## src/rtl/bpm_delta_sigma.sv

```systemverilog
// Beam position by difference-over-sum on four channel powers.
// Every float operation is sequenced through one shared external float unit.
module bpm_delta_sigma #(
    parameter int unsigned          SF_WIDTH = 32,
    parameter logic [SF_WIDTH-1:0]  KX       = 32'h3F800000,
    parameter logic [SF_WIDTH-1:0]  KY       = 32'h3F800000,
    parameter int unsigned          TIMEOUT  = 64
) (
    input  logic                clk,
    input  logic                rst,
    input  logic                Adj_rdy,
    input  logic [SF_WIDTH-1:0] ChA_Power,
    input  logic [SF_WIDTH-1:0] ChB_Power,
    input  logic [SF_WIDTH-1:0] ChC_Power,
    input  logic [SF_WIDTH-1:0] ChD_Power,
    output logic [SF_WIDTH-1:0] fop_a,
    output logic [SF_WIDTH-1:0] fop_b,
    output logic [1:0]          fop_code,
    output logic                fop_nd,
    input  logic                fop_rfd,
    input  logic [SF_WIDTH-1:0] fop_result,
    input  logic                fop_rdy,
    output logic [SF_WIDTH-1:0] Pos_X,
    output logic [SF_WIDTH-1:0] Pos_Y,
    output logic [SF_WIDTH-1:0] Sum_Out,
    output logic                Pos_rdy,
    output logic                busy,
    output logic [2:0]          err,
    output logic                overrun
);

    localparam int unsigned WD_W = $clog2(TIMEOUT + 1);

    localparam logic [1:0] OPC_ADD = 2'd0;
    localparam logic [1:0] OPC_SUB = 2'd1;
    localparam logic [1:0] OPC_DIV = 2'd2;
    localparam logic [1:0] OPC_MUL = 2'd3;

    typedef enum logic [1:0] {S_IDLE, S_ISSUE, S_WAIT, S_DONE} state_e;

    typedef enum logic [3:0] {
        OP_SUM_AC, OP_SUB_AC, OP_DIV_X, OP_MUL_X,
        OP_SUM_BD, OP_SUB_BD, OP_DIV_Y, OP_MUL_Y, OP_SUM_ALL
    } op_e;

    state_e state, state_n;
    op_e    op, op_n;

    logic [SF_WIDTH-1:0] lat_a, lat_b, lat_c, lat_d;
    logic [SF_WIDTH-1:0] sum_ac, diff_ac, ratio_x, res_x;
    logic [SF_WIDTH-1:0] sum_bd, diff_bd, ratio_y, res_y;
    logic [SF_WIDTH-1:0] sum_all;
    logic [2:0]          err_acc;
    logic [WD_W-1:0]     wdog;

    logic                accept_c, issue_c, capture_c, abort_c, zero_c;
    logic [SF_WIDTH-1:0] opa_c, opb_c;
    logic [1:0]          opc_c;

    // A new frame is only taken in IDLE, and not in the cycle the previous result is presented
    assign accept_c = Adj_rdy && (state == S_IDLE) && !Pos_rdy;
    assign zero_c   = (fop_result[30:23] == 8'h00);

    // State and op-index register
    always_ff @(posedge clk) begin
        if (rst) begin
            state <= S_IDLE;
            op    <= OP_SUM_AC;
        end else begin
            state <= state_n;
            op    <= op_n;
        end
    end

    // Next state, op sequencing and operand selection
    always_comb begin
        state_n   = state;
        op_n      = op;
        issue_c   = 1'b0;
        capture_c = 1'b0;
        abort_c   = 1'b0;
        opa_c     = '0;
        opb_c     = '0;
        opc_c     = OPC_ADD;

        unique case (op)
            OP_SUM_AC:  begin opa_c = lat_a;   opb_c = lat_c;  opc_c = OPC_ADD; end
            OP_SUB_AC:  begin opa_c = lat_a;   opb_c = lat_c;  opc_c = OPC_SUB; end
            OP_DIV_X:   begin opa_c = diff_ac; opb_c = sum_ac; opc_c = OPC_DIV; end
            OP_MUL_X:   begin opa_c = ratio_x; opb_c = KX;     opc_c = OPC_MUL; end
            OP_SUM_BD:  begin opa_c = lat_b;   opb_c = lat_d;  opc_c = OPC_ADD; end
            OP_SUB_BD:  begin opa_c = lat_b;   opb_c = lat_d;  opc_c = OPC_SUB; end
            OP_DIV_Y:   begin opa_c = diff_bd; opb_c = sum_bd; opc_c = OPC_DIV; end
            OP_MUL_Y:   begin opa_c = ratio_y; opb_c = KY;     opc_c = OPC_MUL; end
            OP_SUM_ALL: begin opa_c = sum_ac;  opb_c = sum_bd; opc_c = OPC_ADD; end
            default:    ;
        endcase

        unique case (state)
            S_IDLE: begin
                if (accept_c) begin
                    state_n = S_ISSUE;
                    op_n    = OP_SUM_AC;
                end
            end
            S_ISSUE: begin
                if (fop_rfd) begin
                    issue_c = 1'b1;
                    state_n = S_WAIT;
                end
            end
            S_WAIT: begin
                if (fop_rdy) begin
                    capture_c = 1'b1;
                    state_n   = S_ISSUE;
                    // Zero/denormal sums skip the rest of that axis
                    if ((op == OP_SUM_AC) && zero_c)
                        op_n = OP_SUM_BD;
                    else if ((op == OP_SUM_BD) && zero_c)
                        op_n = OP_SUM_ALL;
                    else if (op == OP_SUM_ALL)
                        state_n = S_DONE;
                    else
                        op_n = op_e'(4'(op + 4'd1));
                end else if (wdog == WD_W'(TIMEOUT - 1)) begin
                    abort_c = 1'b1;
                    state_n = S_DONE;
                end
            end
            S_DONE: begin
                state_n = S_IDLE;
            end
            default: state_n = S_IDLE;
        endcase
    end

    // Datapath, float-unit interface and registered outputs
    always_ff @(posedge clk) begin
        if (rst) begin
            lat_a    <= '0;
            lat_b    <= '0;
            lat_c    <= '0;
            lat_d    <= '0;
            sum_ac   <= '0;
            diff_ac  <= '0;
            ratio_x  <= '0;
            res_x    <= '0;
            sum_bd   <= '0;
            diff_bd  <= '0;
            ratio_y  <= '0;
            res_y    <= '0;
            sum_all  <= '0;
            err_acc  <= '0;
            wdog     <= '0;
            fop_a    <= '0;
            fop_b    <= '0;
            fop_code <= '0;
            fop_nd   <= 1'b0;
            Pos_X    <= '0;
            Pos_Y    <= '0;
            Sum_Out  <= '0;
            Pos_rdy  <= 1'b0;
            busy     <= 1'b0;
            err      <= '0;
            overrun  <= 1'b0;
        end else begin
            fop_nd  <= issue_c;
            busy    <= (state_n != S_IDLE);
            Pos_rdy <= (state == S_DONE);

            if (issue_c) begin
                fop_a    <= opa_c;
                fop_b    <= opb_c;
                fop_code <= opc_c;
            end

            if (issue_c)
                wdog <= '0;
            else if (state == S_WAIT)
                wdog <= wdog + WD_W'(1);

            if (Adj_rdy && !accept_c)
                overrun <= 1'b1;

            // Final results start at zero so abandoned ops report 0
            if (accept_c) begin
                lat_a   <= ChA_Power;
                lat_b   <= ChB_Power;
                lat_c   <= ChC_Power;
                lat_d   <= ChD_Power;
                res_x   <= '0;
                res_y   <= '0;
                sum_all <= '0;
                err_acc <= '0;
                err     <= '0;
            end

            if (capture_c) begin
                unique case (op)
                    OP_SUM_AC: begin
                        sum_ac <= fop_result;
                        if (zero_c) err_acc[0] <= 1'b1;
                    end
                    OP_SUB_AC:  diff_ac <= fop_result;
                    OP_DIV_X:   ratio_x <= fop_result;
                    OP_MUL_X:   res_x   <= fop_result;
                    OP_SUM_BD: begin
                        sum_bd <= fop_result;
                        if (zero_c) err_acc[1] <= 1'b1;
                    end
                    OP_SUB_BD:  diff_bd <= fop_result;
                    OP_DIV_Y:   ratio_y <= fop_result;
                    OP_MUL_Y:   res_y   <= fop_result;
                    OP_SUM_ALL: sum_all <= fop_result;
                    default:    ;
                endcase
            end

            if (abort_c)
                err_acc[2] <= 1'b1;

            if (state == S_DONE) begin
                Pos_X   <= res_x;
                Pos_Y   <= res_y;
                Sum_Out <= sum_all;
                err     <= err_acc;
            end
        end
    end

endmodule

```

## config.mk

```make
export PLATFORM = sky130hd
export DESIGN_NAME = bpm_delta_sigma
export DESIGN_NICKNAME = d
export VERILOG_FILES = /design/src/rtl/bpm_delta_sigma.sv
export SDC_FILE = /design/constraint.sdc
export NUM_CORES = 1
export LEC_CHECK = 0
export CORE_UTILIZATION = 42
export DETAILED_ROUTE_END_ITERATION = 16
export PLACE_DENSITY = 0.65
export SYNTH_ARGS = -nofsm -noshare
export SYNTH_HDL_FRONTEND = slang
export SYNTH_SLANG_ARGS = --single-unit
```

## constraint.sdc

```tcl
create_clock -name clk -period 2.08 [get_ports clk]
set_clock_uncertainty 0.05 [all_clocks]
set_input_delay 0.52 -clock clk [delete_from_list [all_inputs] [get_ports clk]]
set_output_delay 0.52 -clock clk [all_outputs]
set_load 0.01 [all_outputs]
```

After elaboration in Yosys (flattened, before gate mapping)
Index checks and enable logic that the tools add are counted.

Add/subtract/negate cells: 2. Eq/ne operators: 15. Mux-type cells: 42. Reduce and logical (&&, ||, !) cells: 28.

Operator list (count): two-way mux 32 bit (9); one-hot mux 32 bit (7 select lines) (1); one-hot mux 32 bit (5 select lines) (1); two-way mux 4 bit (5); == test 4 x 3 -> 1 bit (second input constant) (4); two-way mux 2 bit (8); OR reduction 2 bit (7); two-way mux 1 bit (12); AND reduction 2 bit (6); two-way mux 3 bit (3); == test 4 x 2 -> 1 bit (second input constant) (2); zero test 8 bit (1); one-hot mux 2 bit (4 select lines) (1); one-hot mux 4 bit (2 select lines) (1); nonzero test 2 bit (4); adder 7 x 1 -> 7 bit (second input constant) (1); == test 7 x 6 -> 1 bit (second input constant) (1); one-hot mux 2 bit (3 select lines) (1); logical AND 1 bit (5); adder 4 x 1 -> 4 bit (second input constant) (1); == test 2 bit (second input constant) (2); == test 4 x 1 -> 1 bit (second input constant) (1); == test 4 bit (second input constant) (1); zero test 4 bit (1); 6 further kinds (8).

Register bits: 601. Bits of input ports: 165. Logic and storage cells: 116.

Logic depth before layout (Yosys ltp)
Gate-level depths: netlist (run 1).

Depth in word-level cells: 7. Mapped depth: 10. Mapped depth without buffers: 6.

Worst setup path before layout (run 1)
No wires, ideal clock.

Path kind: register to register. From: reg op[0]. To: reg fop_a[13]. Setup time: 122 ps. Arrival time: 2026 ps. Slack: -118 ps. Cell stages (with the launch flop): 10. Path buffers: 3. Clock period less this slack: 2198 ps. Cells stage by stage: dfxtp_1 > inv_1 > ha_1 > or2_1 > buf_6 > and2_4 > buf_6 > buf_6 > a221o_1 > a221o_1.

Cells in the longest elaborated chain, start to end: 3.

Ends and longest elaborated chain: start: declaration (RTL line 47) `op_e op, op_n;`; start signal: assignment (RTL line 71) `op <= op_n;`; == test 4 x 3 -> 1 bit (tied with other cells) (RTL line 86) `unique case (op)`; OR reduction 2 bit (no source line); one-hot mux 32 bit (7 select lines) (*) (RTL line 86); end signal: assignment (RTL line 172) `fop_a <= opa_c;`; end: declaration (RTL line 16) `output logic [SF_WIDTH-1:0] fop_a,`.

Every way passes the cells marked *; elsewhere a longest branch is shown, timed or not. A chain may end at the register's enable or synchronous reset.

Worst setup path in the final report (run 1)
From: reg op[0]. To: reg fop_a[28].

Same word-level chain as after synthesis.

==> summary.md, run 1 <==
The flow ran to the end, but the final reports show violations. The final reports fail on negative setup slack. Setup repair after global routing could not meet its margin everywhere. The cell count after synthesis came out at 2879. The total overflow left after global routing is 0.

The run gives -67.3 ps as the final critical-path setup slack. The final hold violation count was 0; the number of buffers inserted by port buffering was 333. The total global routing track utilization is 0.292, and the horizontal die dimension is 237 um.

The worst setup path is of the reg2reg kind. Detailed placement finished with a half-perimeter wire length of 56.5 mm. The tightest hold path in the finished design has a slack of 353 ps.

The Yosys step of the flow raised 0 warnings. On the critical path the largest part of the delay comes from compound AO/OA/AOI/OAI gates. Together, buffers and inverters on the worst path number 3.

For the worst setup path, the data required time is 2610 ps. The smallest clock period supported by the final layout is computed as 2150 ps. The final number of max-transition violations is 0. The net count reported at finish came out at 3332. The number of global-route vias before repair is 21000.

The number of clock sinks was 601; the highest cell delay on the worst timing path was 500 ps. The share of cells above drive strength 1 works out to 0.108. The synthesized netlist contains 57 unique library cells. 0 antenna diodes ended up in the layout. The logs give 85.6 mm for the total length of routed wires and 3049 for the total nets after synthesis.

The logs give 0.0113 uW for the leakage power and 85 for the count of standard-cell rows. TritonCTS built the clock tree. Number of levels in the clock H-tree: 2. After synthesis, the mean cell area works out to 8.05 um^2. Path category of the worst min-delay check: in2reg. The power density relative to cell area is 808 mW/mm^2. In the routed design, unresolved DRC markers number 0. The logs give 0 for the number of max-cap violations and 59 for the number of clock buffers inserted by TritonCTS.

The average detailed-routed wire length per instance was 21.9 um. The number of synthesized flops with an enable pin was 0; the setup TNS was -430 ps. STA puts the critical path data arrival time at 2670 ps. For the hold-fix buffer count after cts, the log shows 0.

Summing every instance area after synthesis gives 0.0232 mm^2. The clock passes through at most 3 buffers. Entering global routing, the biggest net connects 142 pins.

Clock-pin slew was measured on the worst setup and hold paths at 60 ps. In the synthesized netlist the dominant register cell turns out to be dfxtp_1. The average via count per standard cell is 5.73. The core area came out at 0.0541 mm^2. The number of antenna violations at the first check in global routing came out at 1. The part of the cycle the worst path needs came out at 1.03. Relative to the synthesized area, the layout overhead comes to 30.6%. The run gives 0.557 as the worst max-slew margin expressed relative to the limit. Across the VDD grid, the largest voltage drop is 0.676 mV. At the end of routability-driven placement, the weighted congestion stood at 0.928. The floorplan step defined a die boundary enclosing 0.0561 mm^2. Once detail routing completed, the nets flagged for antenna violations numbered 0.

Synthesis inferred 601 register bits. The run gives 0.519 as the register area share after synthesis. Count of routing violations after the opening detailed-route iteration: 2361. Walking the worst path, the cells encountered are inv_4 > ha_4 > buf_6 > nand2b_1 > a221o_2 > bufbuf_16 > nor4_2 > a221o_1. At the later pin of the worst-skew pair, clock insertion delay measures 650 ps. The tools report the cell at the root of the clock tree as clkbuf_16.

STA classifies the critical path startpoint as a flop. Summing over every cut layer, the via total after detailed routing is 22400. The tools report the total setup violations reported at the end of the flow as 12.

The number of search-and-repair iterations in the first detailed-routing pass is 6, and the async set-reset flop share out of synthesis is 0. The first global-routing pass estimated 125 mm of wire. The die boundary height was 237 um. The worst setup path is captured at a flop. At the pin with the least slew margin, the transition time is 664 ps. In this run the worst path has a maximum fanout of 6. Based on the critical path, the design can be clocked at up to 466 MHz.

The largest individual stage delay along the critical path comes from the cell a221o_2. The number of ports placed on the die boundary was 334; the initial core utilization was 0.428.
synthesized netlist by cell type, drive strengths merged, types with 2 or more instances:
master   number  area [um^2]
nand2       949         3560
dfxtp       601        12000
a21oi       525         2630
clkbuf      208          781
nand3       108          541
buf          80          417
o21ai        45          225
a22oi        42          320
a221o        37          370
a222oi       32          320
a32o         26          260
mux2i        20          200
nor2         19         71.3
nor3         19         95.1
a32oi        17          149
mux2         16          180
a221oi       14          129
and3         11         68.8
a211oi        9         72.6
inv           8         30.0
nor4          8         56.3
o22ai         8         50.1
o2bb2ai       7         61.3
a21o          6         45.0
nor2b         6         37.5
a31oi         5         31.3
and2          5         33.8
ha            5         62.6
nand2b        5         31.3
and3b         4         35.0
nand4         4         25.0
xor2          4         35.0
a211o         3         26.3
nand3b        3         22.5
a22o          2         17.5
a2bb2oi       2         17.5
a31o          2         17.5
nand4b        2         17.5
o31ai         2         15.0
layout by cell type, fill, tap and decap left out, drive strengths merged, types with 4 or more instances in the layout:
master / instances
a211oi: 9
a21o: 6
a21oi: 525
a221o: 37
a221oi: 14
a222oi: 32
a22oi: 42
a31oi: 5
a32o: 26
a32oi: 17
and2: 5
and3: 11
and3b: 4
buf: 172
bufinv: 4
clkbuf: 90
clkdlybuf4s50: 172
clkinv: 11
clkinvlp: 4
dfxtp: 601
dlygate4sd2: 150
dlymetal6s2s: 10
ha: 5
inv: 9
mux2: 16
mux2i: 20
nand2: 949
nand2b: 5
nand3: 108
nand4: 4
nor2: 19
nor2b: 6
nor3: 19
nor4: 8
o21ai: 45
o22ai: 8
o2bb2ai: 7
xor2: 4
final timing paths:
kind | start | slack [ps] | to | depth (start not counted)
min | rst | 350 | state[0]$_SDFF_PP0_ | 4
max reg2reg | op[0]$_SDFFE_PP0P_ | -70 | fop_a[28]$_SDFFE_PP0P_ | 8
max | op[0]$_SDFFE_PP0P_ | -70 | fop_a[28]$_SDFFE_PP0P_ | 8
min reg2reg | Pos_X[18]$_SDFFE_PP0P_ | 400 | Pos_X[18]$_SDFFE_PP0P_ | 2
per-stage QoR:
| stage | cell area, um^2 | setup slack [ps] | utilization | cells | power [uW] |
|---|---|---|---|---|---|
| floorplan | 23200 | 3.64 | - | 2879 | 12900 |
| global placement | 28000 | -315 | 0.518 | 3783 | 13800 |
| detailed placement | 28000 | -357 | 0.518 | 3783 | 13800 |
| CTS | 30000 | -14.1 | 0.555 | 3896 | 24500 |
| global route | 30300 | -122 | 0.559 | 3902 | 25200 |
| finish | 30300 | -67.3 | 0.559 | 3902 | 24500 |
where the power goes:
part	switching [uW]	internal, uW	leakage, uW
logic	1020	711	0.00544
clock network	4580	6280	0.000965
registers	152	11700	0.00487
per-layer routing:
metal  GRT usage  vias to the layer above  share of wire
met4       0.163                        2          0.059
met2       0.462                     1120           0.45
met5           0                        -        0.00015
met1       0.373                    10600           0.40
li1            -                    10400              -
met3      0.0583                      249          0.089
cells by family (layout without fill, tap and decap cells):
group / Yosys count / count (layout) / synth area share
flip-flops: 601 / 601 / 0.519
AND/OR/NAND/NOR: 1150 / 1150 / 0.201
AO/OA/AOI/OAI: 786 / 786 / 0.206
adder cells (fa/ha/maj): 5 / 5 / 0.00270
XOR/XNOR: 5 / 5 / 0.00189
buffers and inverters: 296 / 623 / 0.0530
multiplexers: 36 / 36 / 0.0164
worst register-to-register path, stage by stage, from the launching register on:
cell and delay [ps]:
dfxtp_4 370, inv_4 70, ha_4 140, buf_6 120, nand2b_1 100, a221o_2 500, bufbuf_16 310, nor4_2 280
a221o_1 170
final cells by class:
cell class,count,area (um^2)
Multi-Input combinational cell,1982,10100
Inverter,8,32.5
Timing Repair Buffer,510,5230
Fill cell,4882,23900
Sequential cell,601,12000
Tap cell,696,871
Clock buffer,85,1740
Clock inverter,20,218
flip-flops by register name, summed over array words and instances, names as in the netlist, 3 cells and up:
register	flops
Pos_X	32
Pos_Y	32
Sum_Out	32
diff_ac	32
diff_bd	32
fop_a	32
fop_b	32
lat_a	32
lat_b	32
lat_c	32
lat_d	32
ratio_x	32
ratio_y	32
res_x	32
res_y	32
sum_ac	32
sum_all	32
sum_bd	32
wdog	7
op	4
err	3
err_acc	3
repair_timing:
item | in CTS | in global routing
setup endpoints to repair | 211 | 97
gates resized for setup | 174 | 52
pin swaps | 5 | 32
setup buffers | 5 | 4
cloned | 3 | 7
Note: power is estimated with default switching activity, not from simulation.
==> inputs of run 2 (changes only) <==
--- a/config.mk
+++ b/config.mk
@@ -7,7 +7,7 @@
 export LEC_CHECK = 0
 export CORE_UTILIZATION = 42
 export DETAILED_ROUTE_END_ITERATION = 16
-export PLACE_DENSITY = 0.65
+export PLACE_DENSITY = 0.62
 export SYNTH_ARGS = -nofsm -noshare
 export SYNTH_HDL_FRONTEND = slang
 export SYNTH_SLANG_ARGS = --single-unit
==> constraint.sdc (replaced) <==
create_clock -name clk -period 2 [get_ports clk]
set_clock_uncertainty 0.05 [all_clocks]
set_input_delay 0.5 -clock clk [delete_from_list [all_inputs] [get_ports clk]]
set_output_delay 0.5 -clock clk [all_outputs]
set_load 0.01 [all_outputs]
==> summary.md, run 2 (same netlist as run 1, synthesis figures left out) <==
The number of clock buffers inserted by TritonCTS was 66 (was 59). Kind of critical path: reg2reg (unchanged). The depth of the most critical reg-to-reg path was 7 (was 8); the total length of routed wires was 86.1 mm (was 85.6 mm).

The buffer levels on the longest clock path is 3 (unchanged). The detailed placement HPWL is 57.1 mm (was 56.5 mm). Path category of the worst min-delay check: in2reg (unchanged). The final number of max-transition violations is 0 (unchanged), and the part of the cycle the worst path needs is 1.05 (was 1.03).

The flow ran to the end, but the final reports show violations. The pre-CTS setup slack came out at -441 ps (was -357 ps). Most used cells in the layout excluding fill and tap cells: nand2_1, dfxtp_1, a21oi_1, dlygate4sd2_1, clkdlybuf4s50_1 (was nand2_1, dfxtp_1, a21oi_1, clkdlybuf4s50_1, dlygate4sd2_1). The tools report the number of fill cells as 4904 (was 4882). The cell at the root of the clock tree was clkbuf_16 (unchanged). The slew at the pin closest to its max-slew limit is 619 ps (was 664 ps). The origin of the critical flop-to-flop path is op[1]$_SDFFE_PP0P_ (was op[0]$_SDFFE_PP0P_). The setup slack of the most critical reg-to-reg path was -110 ps (was -70 ps); the overall overflow remaining after global route was 0 (unchanged). The run gives 0.0541 mm^2 (unchanged) as the core area. The commonest non-fill, non-tap cell in the layout was nand2_1 (unchanged).

The logs give 3 (was 2) for the number of levels in the clock H-tree and 601 (unchanged) for the number of clock sinks. The signed area change from the synthesized netlist to the final layout works out to 33.1% (was 30.6%). The clock latency at the later pin of the worst-skew pair was 590 ps (was 650 ps); the share of cells above drive strength 1 was 0.116 (was 0.108). The run gives 22400 (about the same) as the number of vias after detailed routing. Setup repair after global routing could not meet its margin everywhere. The logs give 334 (unchanged) for the number of ports placed on the die boundary and 2309 (was 2361) for the count of routing violations after the opening detailed-route iteration. The logs give 236 ps (was 353 ps) for the final worst hold slack and 2540 ps (was 2670 ps) for the data arrival time of the critical path.

The average detailed-routed wire length per instance is 21.9 um (about the same). The run gives 2430 ps (was 2610 ps) as the data required time at the worst endpoint. TritonCTS built the clock tree. The first-pass GRT wire length was 127 mm (was 125 mm); the number of routed nets with antenna violations was 0 (unchanged). The run gives 0.604 mV (was 0.676 mV) as the highest ir drop seen on vdd. The worst hold path stage count works out to 3 (was 4).

Worst max-slew margin expressed relative to the limit: 0.587 (was 0.557). Net count reported at finish: 3359 (was 3332). The number of antenna violations at the first check in global routing came out at 1 (unchanged).

The hold-fix buffer count after cts was 0 (unchanged); the die footprint was 0.0561 mm^2 (unchanged). The clock-pin slew of the registers on the worst-case setup and hold paths was 60 ps (about the same); the count of standard-cell rows was 85 (unchanged). The tools report the routability congestion estimate from global placement as 0.922 (was 0.928).

The logs give 41 (was 12) for the total setup violations reported at the end of the flow and 0 (unchanged) for the number of max-cap violations. The die boundary height works out to 237 um (unchanged). The tools report the maximum number of pins on one net before global-route repair as 128 (was 142).

The total global routing track utilization was 0.296 (was 0.292); the maximum operating frequency was 474 MHz (was 466 MHz). The number of buffers inserted by port buffering was 333 (unchanged); the power density relative to cell area was 860 mW/mm^2 (was 808 mW/mm^2). The initial core utilization is 0.428 (unchanged), and the average via count per standard cell is 5.69 (was 5.73).

The total power is 26500 uW (was 24500 uW), and the final hold violation count is 0 (unchanged). The worst-path maximum fanout came out at 14 (was 6). The horizontal die dimension works out to 237 um (unchanged).

The endpoint of the most critical register-to-register path is fop_a[26]$_SDFFE_PP0P_ (was fop_a[28]$_SDFFE_PP0P_). Beginning of the worst hold path: rst (unchanged). The number of global-route vias before repair came out at 20900 (was 21000).

The time the worst path needs with I/O delays and setup was 2110 ps (was 2150 ps). For the number of search-and-repair iterations in the first detailed-routing pass, the log shows 8 (was 6). The capturing element type of the critical path is a flop (unchanged). Startpoint kind of the worst setup timing path: a flop (unchanged). Violated checks: negative setup slack (unchanged).

Number of design rule violations left after detail routing: 0 (unchanged). The final critical-path setup slack is -108 ps (was -67.3 ps). End of the worst hold path: err_acc[1]$_SDFF_PP0_ (was state[0]$_SDFF_PP0_). The leakage power was 0.0114 uW (was 0.0113 uW).
[run 2: final cells by class]
cell class                      count  area [um^2]  share of cell area
Sequential cell                   601        12000               0.391
Multi-Input combinational cell   1982        10200               0.331
Timing Repair Buffer              530         5470               0.177
Clock inverter                     18          238             0.00771
Tap cell                          696          871              0.0282
Inverter                            8         35.0             0.00114
Clock buffer                       99         1970              0.0639
Antenna cell                        1         2.50           0.0000811
[run 2: worst max path at each step]
| stage | startpoint | endpoint | cells past startpoint |
|---|---|---|---|
| finish | op[1]$_SDFFE_PP0P_ | fop_a[26]$_SDFFE_PP0P_ | 7 |
| floorplan | op[1]$_SDFFE_PP0P_ | fop_a[15]$_SDFFE_PP0P_ | 9 |
| global route | op[0]$_SDFFE_PP0P_ | fop_a[22]$_SDFFE_PP0P_ | 8 |
| CTS | op[0]$_SDFFE_PP0P_ | fop_a[26]$_SDFFE_PP0P_ | 9 |
| global placement | fop_rfd | fop_a[11]$_SDFFE_PP0P_ | 7 |
| detailed placement | fop_rfd | fop_a[11]$_SDFFE_PP0P_ | 7 |
[run 2: timing repair]
action / 4_1_cts / 5_1_grt
gates cloned: 5 / 3
pin swaps: 21 / 19
buffers inserted: 6 / 4
gates resized for setup: 216 / 44
endpoints found under the setup margin: 255 / 122
[run 2: worst max-delay path, cell delays in order, from the launching register on]
cell	delay, ps
dfxtp_4	380
inv_4	50
ha_4	150
or2_4	270
buf_12	160
a32o_1	320
a221o_1	310
a221o_1	300
[run 2: routing by layer]
metal | part of all wire | vias to the layer above | global-route usage | wire length [um]
li1 | - | 10500 | - | -
met4 | 0.043 | 0 | 0.135 | 3710
met2 | 0.46 | 1074 | 0.479 | 39800
met3 | 0.081 | 181 | 0.0407 | 7010
met5 | 0 | - | 0 | 0
met1 | 0.41 | 10700 | 0.392 | 35600
[run 2: through the flow]
| step | utilization | TNS, ps | area (um^2) | instances |
|---|---|---|---|---|
| CTS | 0.565 | -1370 | 30600 | 3927 |
| detailed placement | 0.522 | -136830 | 28300 | 3799 |
| finish | 0.570 | -1590 | 30800 | 3935 |
| floorplan | - | -382 | 23200 | 2879 |
| global route | 0.570 | -5840 | 30800 | 3934 |
| global placement | 0.522 | -122820 | 28300 | 3799 |
[run 2: power breakdown]
part / total, uW / switching, uW / internal (uW) / leakage [uW]
combinational: 1800 / 1070 / 734 / 0.00548
sequential: 12300 / 159 / 12200 / 0.00486
clock: 12400 / 4910 / 7470 / 0.00108
